### src/rtl/cpu_mem_pkg.sv
// Shared types and default widths for the CPU's unified memory port.
package cpu_mem_pkg;

    localparam int unsigned DEF_ADDR_W = 32;
    localparam int unsigned DEF_DATA_W = 32;

    typedef enum logic {ST_IDLE, ST_WAIT_RSP} arb_state_e;

    typedef enum logic [1:0] {OWN_NONE, OWN_IF, OWN_DM} mem_owner_e;

endpackage

### src/rtl/mem_arb_pick.sv
// Winner select between fetch and data requests.
// Data side wins by default; fetch wins once the data streak has saturated.
module mem_arb_pick #(
    parameter int unsigned MAX_DM_STREAK = 4,
    parameter int unsigned STREAK_W      = 3
) (
    input  logic                if_req,
    input  logic                dm_req,
    input  logic [STREAK_W-1:0] streak,
    output logic                if_win,
    output logic                dm_win
);

    localparam logic [STREAK_W-1:0] STREAK_MAX = STREAK_W'(MAX_DM_STREAK);

    logic if_starved;

    always_comb begin
        if_starved = if_req && (streak == STREAK_MAX);
        dm_win     = dm_req && !if_starved;
        if_win     = if_req && !dm_win;
    end

endmodule

### src/rtl/mem_port_arbiter.sv
// Arbiter sharing one single-ported memory between IF and MEM stages,
// with a single outstanding read whose response is routed back to its owner.
module mem_port_arbiter
    import cpu_mem_pkg::*;
#(
    parameter int unsigned ADDR_W        = DEF_ADDR_W,
    parameter int unsigned DATA_W        = DEF_DATA_W,
    parameter int unsigned MAX_DM_STREAK = 4
) (
    input  logic                clk,
    input  logic                rst_n,

    input  logic                if_req,
    input  logic [ADDR_W-1:0]   if_addr,
    output logic                if_gnt,
    output logic                if_rvalid,
    output logic [DATA_W-1:0]   if_rdata,

    input  logic                dm_req,
    input  logic                dm_we,
    input  logic [ADDR_W-1:0]   dm_addr,
    input  logic [DATA_W-1:0]   dm_wdata,
    input  logic [DATA_W/8-1:0] dm_be,
    output logic                dm_gnt,
    output logic                dm_rvalid,
    output logic [DATA_W-1:0]   dm_rdata,

    output logic                mem_req,
    output logic                mem_we,
    output logic [ADDR_W-1:0]   mem_addr,
    output logic [DATA_W-1:0]   mem_wdata,
    output logic [DATA_W/8-1:0] mem_be,
    input  logic                mem_gnt,
    input  logic                mem_rvalid,
    input  logic [DATA_W-1:0]   mem_rdata,

    output logic                err_rsp
);

    localparam int unsigned BE_W     = DATA_W / 8;
    localparam int unsigned STREAK_W = $clog2(MAX_DM_STREAK + 1);
    localparam logic [STREAK_W-1:0] STREAK_MAX = STREAK_W'(MAX_DM_STREAK);

    arb_state_e            state_q, state_d;
    mem_owner_e            owner_q, owner_d;
    logic [STREAK_W-1:0]   streak_q, streak_d;
    logic                  err_q, err_d;

    logic if_win, dm_win;
    logic issue_ok, rsp_fire, stray_rsp, grant, read_gnt;

    mem_arb_pick #(
        .MAX_DM_STREAK (MAX_DM_STREAK),
        .STREAK_W      (STREAK_W)
    ) u_pick (
        .if_req (if_req),
        .dm_req (dm_req),
        .streak (streak_q),
        .if_win (if_win),
        .dm_win (dm_win)
    );

    // A new request may issue while idle, or in the cycle the pending read returns.
    always_comb begin
        rsp_fire  = (state_q == ST_WAIT_RSP) && mem_rvalid;
        stray_rsp = (state_q == ST_IDLE) && mem_rvalid;
        issue_ok  = (state_q == ST_IDLE) || rsp_fire;
        mem_req   = issue_ok && (if_req || dm_req);
        grant     = mem_req && mem_gnt;
        if_gnt    = grant && if_win;
        dm_gnt    = grant && dm_win;
        read_gnt  = if_gnt || (dm_gnt && !dm_we);
    end

    // State register
    always_ff @(posedge clk or negedge rst_n) begin
        if (!rst_n) begin
            state_q  <= ST_IDLE;
            owner_q  <= OWN_NONE;
            streak_q <= '0;
            err_q    <= 1'b0;
        end else begin
            state_q  <= state_d;
            owner_q  <= owner_d;
            streak_q <= streak_d;
            err_q    <= err_d;
        end
    end

    // Next-state logic
    always_comb begin
        state_d  = state_q;
        owner_d  = owner_q;
        streak_d = streak_q;
        err_d    = err_q | stray_rsp;

        if (read_gnt) begin
            state_d = ST_WAIT_RSP;
            owner_d = if_gnt ? OWN_IF : OWN_DM;
        end else if (rsp_fire) begin
            state_d = ST_IDLE;
            owner_d = OWN_NONE;
        end

        if (!if_req || if_gnt) begin
            streak_d = '0;
        end else if (dm_gnt && (streak_q != STREAK_MAX)) begin
            streak_d = streak_q + 1'b1;
        end
    end

    // Outputs
    always_comb begin
        mem_we    = 1'b0;
        mem_addr  = '0;
        mem_wdata = '0;
        mem_be    = '0;
        if (mem_req && dm_win) begin
            mem_we    = dm_we;
            mem_addr  = dm_addr;
            mem_wdata = dm_wdata;
            mem_be    = dm_be;
        end else if (mem_req && if_win) begin
            mem_addr  = if_addr;
        end

        if_rvalid = rsp_fire && (owner_q == OWN_IF);
        dm_rvalid = rsp_fire && (owner_q == OWN_DM);
        if_rdata  = if_rvalid ? mem_rdata : '0;
        dm_rdata  = dm_rvalid ? mem_rdata : '0;
        err_rsp   = err_q;
    end

    logic unused_be_w;
    assign unused_be_w = ^BE_W;

endmodule

### config.mk
export PLATFORM = sky130hd
export DESIGN_NAME = mem_port_arbiter
export DESIGN_NICKNAME = d
export VERILOG_FILES = /design/src/rtl/cpu_mem_pkg.sv /design/src/rtl/mem_arb_pick.sv /design/src/rtl/mem_port_arbiter.sv
export SDC_FILE = /design/constraint.sdc
export NUM_CORES = 1
export LEC_CHECK = 0
export CAP_MARGIN = 20
export CORE_AREA = 2 2 108 110
export CTS_CLUSTER_SIZE = 30
export DETAILED_ROUTE_END_ITERATION = 12
export DIE_AREA = 0 0 110 112
export PLACE_DENSITY = 0.55
export SYNTH_ARGS = -nofsm -noshare
export SYNTH_HDL_FRONTEND = slang
export SYNTH_HIERARCHICAL = 1
export SYNTH_SLANG_ARGS = --single-unit
### constraint.sdc
create_clock -name clk -period 3.6 [get_ports clk]
set_input_delay 0.36 -clock clk [delete_from_list [all_inputs] [get_ports clk]]
set_output_delay 0.36 -clock clk [all_outputs]
set_load 0.02 [all_outputs]
==> metrics.txt <==
Worst Path Max Fanout=32; clock tree sinks=7; worst-margin pin slew=442.5 ps; CTS Buffer Depth=2; final period utilization=between 90 and 100%; RSZ-0062 raised after global routing=false; Hold Crit Class=input port to async pin; number of synthesized flops with an enable pin=0; Total Wirelength=9235 um; max-slew violations=0; count leader, synth=and2_1; Starting Density=13.35%; CTS Hold Buffers Added=0; CTS tree=yes; routed len/inst=approximately 15 um; Power Dens Cells=177.7 mW/mm2; root buffer cell=clkbuf_16; Die X=110 um; Critical Path RT=3240 ps; number of synthesis warnings=6; Yosys reg bits=7; overall routing resource usage=between 10% and 20%; Leakage=1.689 nW; Distinct cells, synth=28; Slew HR=70.47%; Arrival @ worst endpoint=2920 ps; 1st-pass router iterations=4; nets=608; Area after DPL=0.004419 mm2; worst skew pair latency=230 ps; via count=2446; Synth Flop Type=dfrtp_1; sequential share of the synthesized area=11.74%; CTS H-Tree Depth=1; status=finished clean; Synth Net Count=338; WS Path Type=input port to output port; top post-synthesis cells by area=and2_1 (43%), a22o_1 (19%), dfrtp_1 (12%); DRT iter0 DRCs=between 100 and 150; largest net degree at the start of global routing=71; Max Cap Viol=0; startpoint types=input port; Setup TNS=0 ps; DRC Markers=0; number of I/O port buffers=277; DP HPWL=8192 um; Synth area leader=and2_1; Commonest cells post-synth=and2_1 (102), a22o_1 (32), clkbuf_1 (9), buf_2 (7), dfrtp_1 (7); initial antenna violation count=0; CTS resizes=0; maximum clock rate=305.2 MHz; Final Skew=1.580 ps; Mean Syn Cell Area=7.571 um2; Setup crit end kind=output port; Vias/cell=about 4.0; share of the synthesized area in the top cell type=42.79%; Layout area overhead=201.6%; final setup fails=0; minimum clock period=3277 ps; peak supply drop=99.62 uV; gr ovfl total=0; layout cells sized above 1=3.648%; RD Place Congestion=0.8322; fin area=0.004498 mm2; Die H=112 um; final antenna-violating net count=0; post-CTS setup buffer count=0; endpoints failing hold=0; Antenna Cells=0; FP Rows=39; Die Area=0.01232 mm2; synthesized cell area=0.001491 mm2; Placeable Area=0.01117 mm2; CTS clock-pin slew for the worst setup and hold paths=40 ps; global-route wire length before repair=13130 um; Synth Instances=197; Num CTS Buffers=3; Async S/R FF share, synth=100.0%; Fill cells=about 1200; vias in the first global route=approximately 2400; I/O Pins=278
==> sequential cells by signal, summed over array words and instances, names as in the netlist <==
register,count
owner_q,2
streak_q,3
err_rsp,1
state_q,1
==> through the flow <==
stage	instances	setup slack, ps	hold slack [ps]	total power [W]	utilization, %
3_5_place_dp	605	315.3	445.7	0.0006182	39.55
4_1_cts	609	315.0	394.3	0.0008104	40.25
2_1_floorplan	197	1667	64.41	0.0002948	-
5_1_grt	609	151.0	412.5	0.0008404	40.25
6_report	609	323.4	385.9	0.0007994	40.25
3_3_place_gp	605	356.8	449.6	0.0006136	39.55
==> critical path, stage by stage <==
cell	delay, ps
clkdlybuf4s50_1	640
nand2_1	140
o31a_1	310
nor4b_4	270
buf_4	350
a22o_1	190
clkdlybuf4s50_1	640
==> logic make-up after synthesis <==
| group | Yosys count | share of synthesized area [%] |
|---|---|---|
| buffers and inverters | 22 | 6.207 |
| adders and majority gates | 2 | 1.678 |
| AOI/OAI and AO/OA | 43 | 25.00 |
| and+or+nand+nor | 120 | 53.35 |
| muxes | 3 | 2.014 |
| DFF | 7 | 11.75 |
==> layer usage <==
layer	GRT usage [%]	part of all wire (%)	vias up
li1	-	-	1218
met1	11.68	29	1051
met2	29.24	55	171
met3	5.269	15	6
met4	3.122	1.0	0
met5	0	0	-
==> final timing paths <==
path / from / end / slack (ps) / depth (start not counted)
worst min register to register: err_rsp$_DFF_PN0_ / err_rsp$_DFF_PN0_ / 450 / 1
worst max register to register: streak_q[2]$_DFFE_PN0P_ / owner_q[0]$_DFFE_PN0P_ / 1910 / 5
min in group clk: err_rsp$_DFF_PN0_ / err_rsp$_DFF_PN0_ / 450 / 1
worst min-delay path: rst_n / owner_q[1]$_DFFE_PN0P_ / 390 / 1
worst max-delay path: if_req / mem_addr[27] / 320 / 7
max in group asynchronous: rst_n / streak_q[2]$_DFFE_PN0P_ / 2980 / 1
==> layout by cell type (no fill, tap or decap) <==
cell	instances
nor2_2	1
nor4b_4	1
dfrtp_1	7
buf_4	4
clkbuf_1	1
clkdlybuf4s50_1	277
inv_1	5
or3b_1	1
o31a_1	1
o221ai_1	1
o211ai_1	5
nor4b_1	1
a21oi_1	1
nor3b_2	2
a21o_1	1
nor4b_2	1
ha_1	2
and2_1	102
buf_12	1
clkbuf_16	3
nor2_1	1
nand2_1	6
nor2b_2	1
or4_4	1
mux2i_1	3
o32ai_2	1
a31o_1	1
nor3_1	1
a22o_1	32
nor3b_4	1
==> where the power goes <==
group	switching [W]	internal, W	total, W
logic	0.000213	0.000306	0.000519
clock network	0.0000408	0.000147	0.000188
registers	0.00000640	0.0000860	0.0000924
total	0.000260	0.000539	0.000799
==> final cells by class <==
cell class	count	area, um2	share of cell area (%)
Timing Repair Buffer	282	2823	62.75
Multi-Input combinational cell	168	1224	27.20
Tap cell	143	178.9	3.978
Sequential cell	7	175.2	3.894
Clock buffer	4	78.83	1.752
Inverter	5	18.77	0.4172
No activity file was read; power rests on OpenSTA's default activity.
